--- config.mk ---
export PLATFORM = sky130hd
export DESIGN_NAME = mips_bus_lsu
export DESIGN_NICKNAME = d
export VERILOG_FILES = /design/src/rtl/mips_bus_lsu.sv
export SDC_FILE = /design/constraint.sdc
export NUM_CORES = 1
export LEC_CHECK = 0
export CORE_ASPECT_RATIO = 1.75
export CORE_UTILIZATION = 39
export CTS_BUF_LIST = sky130_fd_sc_hd__clkbuf_4 sky130_fd_sc_hd__clkbuf_8 sky130_fd_sc_hd__clkbuf_16
export DETAILED_ROUTE_END_ITERATION = 7
export PLACE_DENSITY = 0.73
export SYNTH_ARGS = -nofsm -noshare
export SYNTH_HDL_FRONTEND = slang
export SYNTH_SLANG_ARGS = --single-unit
--- constraint.sdc ---
create_clock -name clk -period 4.56 [get_ports clk]
set_input_delay 0.912 -clock clk [delete_from_list [all_inputs] [get_ports clk]]
set_output_delay 0.912 -clock clk [all_outputs]
set_load 0.05 [all_outputs]
--- src/rtl/mips_bus_lsu.sv ---
// mips_bus_lsu: MIPS load/store unit mastering an Avalon-MM bus, with optional CPU big-endian byte swap.
// States: IDLE (accept request) | BUS (strobe held until !waitrequest or timeout) | RESP (one-cycle result).
module mips_bus_lsu #(
    parameter bit          BIG_ENDIAN     = 1'b1,
    parameter int unsigned TIMEOUT_CYCLES = 0
) (
    input  logic        clk,
    input  logic        reset,
    input  logic        req_valid,
    output logic        req_ready,
    input  logic [2:0]  req_op,
    input  logic [31:0] req_addr,
    input  logic [31:0] req_wdata,
    output logic        resp_valid,
    output logic [31:0] resp_rdata,
    output logic        resp_error,
    output logic [31:0] address,
    output logic        read,
    output logic        write,
    input  logic        waitrequest,
    output logic [31:0] writedata,
    output logic [3:0]  byteenable,
    input  logic [31:0] readdata,
    output logic        busy
);
    localparam int unsigned      CNT_W      = (TIMEOUT_CYCLES > 0) ? $clog2(TIMEOUT_CYCLES + 1) : 1;
    localparam logic [CNT_W-1:0] STALL_LAST = CNT_W'(TIMEOUT_CYCLES - 1);

    localparam logic [2:0] OP_LW  = 3'd0;
    localparam logic [2:0] OP_LH  = 3'd1;
    localparam logic [2:0] OP_LHU = 3'd2;
    localparam logic [2:0] OP_LB  = 3'd3;
    localparam logic [2:0] OP_LBU = 3'd4;
    localparam logic [2:0] OP_SW  = 3'd5;
    localparam logic [2:0] OP_SH  = 3'd6;

    typedef enum logic [1:0] {
        IDLE = 2'd0,
        BUS  = 2'd1,
        RESP = 2'd2
    } state_e;

    state_e            state_q;
    logic [2:0]        op_q;
    logic [1:0]        off_q;
    logic [CNT_W-1:0]  stall_q;
    logic              read_q;
    logic              write_q;
    logic [31:0]       address_q;
    logic [31:0]       writedata_q;
    logic [3:0]        byteenable_q;
    logic              resp_valid_q;
    logic              resp_error_q;
    logic [31:0]       resp_rdata_q;

    logic              req_word;
    logic              req_half;
    logic              req_load;
    logic              misalign_d;
    logic [15:0]       half_wr;
    logic [3:0]        byteenable_d;
    logic [31:0]       writedata_d;

    logic [7:0]        rd_byte;
    logic [15:0]       rd_half_lanes;
    logic [15:0]       rd_half;
    logic [31:0]       rd_word;
    logic [31:0]       rdata_d;

    // Store side: map CPU-order data onto bus lanes at accept time.
    always_comb begin
        req_word     = (req_op == OP_LW) || (req_op == OP_SW);
        req_half     = (req_op == OP_LH) || (req_op == OP_LHU) || (req_op == OP_SH);
        req_load     = (req_op <= OP_LBU);
        misalign_d   = (req_word && (req_addr[1:0] != 2'b00)) || (req_half && req_addr[0]);
        half_wr      = BIG_ENDIAN ? {req_wdata[7:0], req_wdata[15:8]} : req_wdata[15:0];
        byteenable_d = 4'b0000;
        writedata_d  = 32'h0;
        if (req_word) begin
            byteenable_d = 4'b1111;
            writedata_d  = BIG_ENDIAN ? {req_wdata[7:0], req_wdata[15:8], req_wdata[23:16], req_wdata[31:24]}
                                      : req_wdata;
        end else if (req_half) begin
            byteenable_d = req_addr[1] ? 4'b1100 : 4'b0011;
            writedata_d  = req_addr[1] ? {half_wr, 16'h0} : {16'h0, half_wr};
        end else begin
            byteenable_d = 4'b0001 << req_addr[1:0];
            writedata_d  = {24'h0, req_wdata[7:0]} << {req_addr[1:0], 3'b000};
        end
    end

    // Load side: pick lanes from readdata, undo byte order, then extend.
    always_comb begin
        rd_byte       = readdata[{off_q, 3'b000} +: 8];
        rd_half_lanes = off_q[1] ? readdata[31:16] : readdata[15:0];
        rd_half       = BIG_ENDIAN ? {rd_half_lanes[7:0], rd_half_lanes[15:8]} : rd_half_lanes;
        rd_word       = BIG_ENDIAN ? {readdata[7:0], readdata[15:8], readdata[23:16], readdata[31:24]}
                                   : readdata;
        case (op_q)
            OP_LW:   rdata_d = rd_word;
            OP_LH:   rdata_d = {{16{rd_half[15]}}, rd_half};
            OP_LHU:  rdata_d = {16'h0, rd_half};
            OP_LB:   rdata_d = {{24{rd_byte[7]}}, rd_byte};
            OP_LBU:  rdata_d = {24'h0, rd_byte};
            default: rdata_d = 32'h0;
        endcase
    end

    always_ff @(posedge clk) begin
        if (reset) begin
            state_q      <= IDLE;
            op_q         <= OP_LW;
            off_q        <= 2'b00;
            stall_q      <= '0;
            read_q       <= 1'b0;
            write_q      <= 1'b0;
            address_q    <= 32'h0;
            writedata_q  <= 32'h0;
            byteenable_q <= 4'b0000;
            resp_valid_q <= 1'b0;
            resp_error_q <= 1'b0;
            resp_rdata_q <= 32'h0;
        end else begin
            case (state_q)
                IDLE: begin
                    resp_valid_q <= 1'b0;
                    resp_error_q <= 1'b0;
                    resp_rdata_q <= 32'h0;
                    if (req_valid) begin
                        op_q  <= req_op;
                        off_q <= req_addr[1:0];
                        if (misalign_d) begin
                            state_q      <= RESP;
                            resp_valid_q <= 1'b1;
                            resp_error_q <= 1'b1;
                        end else begin
                            state_q      <= BUS;
                            stall_q      <= '0;
                            read_q       <= req_load;
                            write_q      <= !req_load;
                            address_q    <= {req_addr[31:2], 2'b00};
                            byteenable_q <= byteenable_d;
                            writedata_q  <= writedata_d;
                        end
                    end
                end
                BUS: begin
                    if (!waitrequest || ((TIMEOUT_CYCLES > 0) && (stall_q == STALL_LAST))) begin
                        state_q      <= RESP;
                        read_q       <= 1'b0;
                        write_q      <= 1'b0;
                        address_q    <= 32'h0;
                        writedata_q  <= 32'h0;
                        byteenable_q <= 4'b0000;
                        resp_valid_q <= 1'b1;
                        resp_error_q <= waitrequest;
                        resp_rdata_q <= (!waitrequest && read_q) ? rdata_d : 32'h0;
                    end else begin
                        stall_q <= stall_q + 1'b1;
                    end
                end
                RESP: begin
                    state_q      <= IDLE;
                    resp_valid_q <= 1'b0;
                    resp_error_q <= 1'b0;
                    resp_rdata_q <= 32'h0;
                end
                default: state_q <= IDLE;
            endcase
        end
    end

    assign req_ready  = (state_q == IDLE) && !reset;
    assign busy       = (state_q != IDLE);
    assign resp_valid = resp_valid_q;
    assign resp_error = resp_error_q;
    assign resp_rdata = resp_rdata_q;
    assign read       = read_q;
    assign write      = write_q;
    assign address    = address_q;
    assign writedata  = writedata_q;
    assign byteenable = byteenable_q;
endmodule
==> results.ini <==
[cells_and_area]
fin_nets=805
antenna_cells=0
syn_to_final_growth_pct=50.26
final_layout_size_suffix_gt1_share_pct=6.259
fin_util_pct=59.85

[detailed_routing]
firstDrtPassIters=4
drc=0
totalWireLength_mm=14.70
drtIter0Drc=151
num_vias=4645
wire_per_inst_um=17.50
via_per_inst=5.530
final_antenna_net_count=0

[synth]
synth_edf_count=0
synth_top_area_share_pct=45.89
synth-async-reset-ratio_pct=0
synth_flop_cell=dfxtp_1
muxShareOfSynthArea_pct=4.500
synthXorXnorAreaFrac_pct=0.3684
avgSynthCellArea_um2=9.268
synth-simple-area-share_pct=14.26
ys_types=50
synth_compound_area_share_pct=28.76
synth_top_family_by_area=compound AO/OA/AOI/OAI gates
syn-instance-count=513
synth.most_common_cell=dfxtp_1
yosysSeqAreaShare_pct=45.89
yosysWarnings=0
yosys-top-cells-area=dfxtp_1 (46%), a22o_1 (9.0%), o21ai_0 (4.8%), a21oi_1 (4.3%), nor2_1 (3.9%)
synth_area_um2=4755
synth_common_cells=dfxtp_1 (109), nor2_1 (50), a22o_1 (49)
ys_seq_elements=109
yosys.area_share.adder_pct=1.053
yosysTopAreaCell=dfxtp_1

[clock_network]
cts_tree=done
hold_buffers=0
cts_resized=0
post_cts_buffers=0
clk_pin_slew_worst_paths_ns=0.08
insertion_delay_ns=0.35
numCtsBuffers=9
cts_sinks=109
cts-root-buf=clkbuf_16
h-tree-depth=3
clockBufferDepth=2

[timing]
setup_violations=0
setup_tns_ns=0
fin_crit_ns=3.321
max_freq_ghz=0.3011
slew_viol_final=0
min_period_over_period_pct=72.84
worst_slew_pin_slew_ns=0.9659
finClkSkew_ns=0.01111
slew-limit-headroom_pct=35.22
finalWorstSetupSlack_ns=1.239
grt_setup_unrepaired=false
hold_violations=0

[floorplan]
die_area_um2=12650
core_um2=11940
fp.dieW_um=85.47
initial_core_util_pct=39.83
die_h_um=148.1
fp-row-count=53
boundaryPins=209

[hold_path]
min_from=resp_rdata[14]
hold_class=register to register

[pwr]
pwr-share-seq_pct=42.6
internal_power_uw=1651
total_power_uw=2464
pwr-share-clk_pct=31.8
p_comb_share_pct=25.6
max-vdd-ir-drop_uv=214.0
power.net_switching_uw=812.6
power.density_nw_per_um2=344.9
power.leakage_uw=0.002617
sw_frac_of_total_pct=32.98

[grt]
grt_util_all_layers_pct=23.16
grt_overflow=0
grt_pass1_wl_mm=23.16
grt_max_degree=32
antenna_found_initial=0
grt_pass1_vias=4759

[placed_design]
gp_congestion=0.8368
hpwlAfterDp_mm=11.13
dp_slack_ns=1.096
io_buffers=206

[setup_path]
crit_arrival_ns=2.41
critPathLaunch=reset
criticalPathCategory=primary input to output port
cpPeakStageDelay_ns=0.81
cp-end-kind=output port
cp_slowest_cell=clkdlybuf4s50_1
required_ns=3.65
critical_path_buf_inv_count=3
worstSetupStartpointType=primary input
crit_chain=clkdlybuf4s50_1 > buf_4 > nor2_1 > clkdlybuf4s50_1
worstPathMaxFanout=15
rr_startpoint=state_q[0]
critical_path.top_delay_family=buffers and inverters
cp_common_cell=clkdlybuf4s50_1

[status]
status=completed

[run]
maxCapViolations=0

## layout make-up
class | count | area, um2
clock buffer | 9 | 225.2
inverter | 7 | 26.28
timing repair buffer | 214 | 2122
tap | 137 | 171.4
fill | 1048 | 4792
sequential | 109 | 2182
multi-input combinational | 357 | 2340
clock inverter | 7 | 77.57
## cell families after synthesis
logic type / Yosys count
other: 1
AND/OR/NAND/NOR: 135
XOR/XNOR: 2
multiplexers: 21
flip-flops: 109
buffers and inverters: 48
adder cells (fa/ha/maj): 4
AO/OA/AOI/OAI: 193
## stage by stage
stage / hold slack (ns) / cells / instance area (um2)
finish: 0.4535 / 840 / 7144
global route: 0.4840 / 840 / 7144
CTS: 0.4619 / 840 / 7144
detailed placement: 0.4417 / 824 / 6842
global placement: 0.4354 / 824 / 6842
floorplan: 0.4703 / 514 / 4758
## power by group through the flow
stage          logic, uW  clock network, uW  registers, uW
5_1_grt              668                847           1060
3_5_place_dp         630                  0           1070
4_1_cts              632                806           1050
2_1_floorplan        255                  0           1200
6_report             630                785           1050
3_3_place_gp         624                  0           1070
## flip-flops by register name, summed over array words and instances (netlist names)
name	cells
state_q	2
off_q	2
resp_error	1
byteenable	4
read	1
resp_rdata	32
op_q	3
resp_valid	1
writedata	32
write	1
address	30
## routing by layer
layer / GRT usage, % / wire length, um / up-vias
met5: 0 / 0 / -
met4: 11.00 / 545 / 0
met3: 6.715 / 1122 / 33
met2: 42.48 / 7668 / 203
met1: 23.69 / 5365 / 2158
li1: - / - / 2251
## layout by cell type (no fill, tap or decap), types with 2 or more instances in the layout
master	n
nor2_2	2
nor2b_1	4
clkbuf_16	9
a22o_1	49
dfxtp_1	109
nor2_1	48
mux2i_1	18
or3_1	3
a22oi_1	8
nor3b_2	2
nor3_1	9
a221o_1	15
a21oi_1	41
nand3_1	6
nand2b_1	7
mux2_2	3
inv_6	2
nand2_1	41
clkdlybuf4s50_1	206
conb_1	2
o21ai_0	46
inv_1	7
nor3_2	3
ha_1	4
a211oi_1	5
o2bb2ai_1	18
clkinv_8	2
buf_4	8
## worst register-to-register path, cell delays in order, from the launching register on
cell     delay (ns)
dfxtp_1        0.39
inv_1          0.09
ha_1           0.38
nor4_4         0.37
nand4_2        0.53
a21oi_1        0.74
a221o_1        0.26
## final timing paths
check                   endpoint  slack [ns]  cells past startpoint
hold reg to reg   resp_rdata[14]        0.45                      2
setup reg to reg   resp_rdata[1]        1.73                      6
hold / removal    resp_rdata[14]        0.45                      2
setup / recovery       req_ready        1.24                      4
Power figures use the tool's default switching activity.
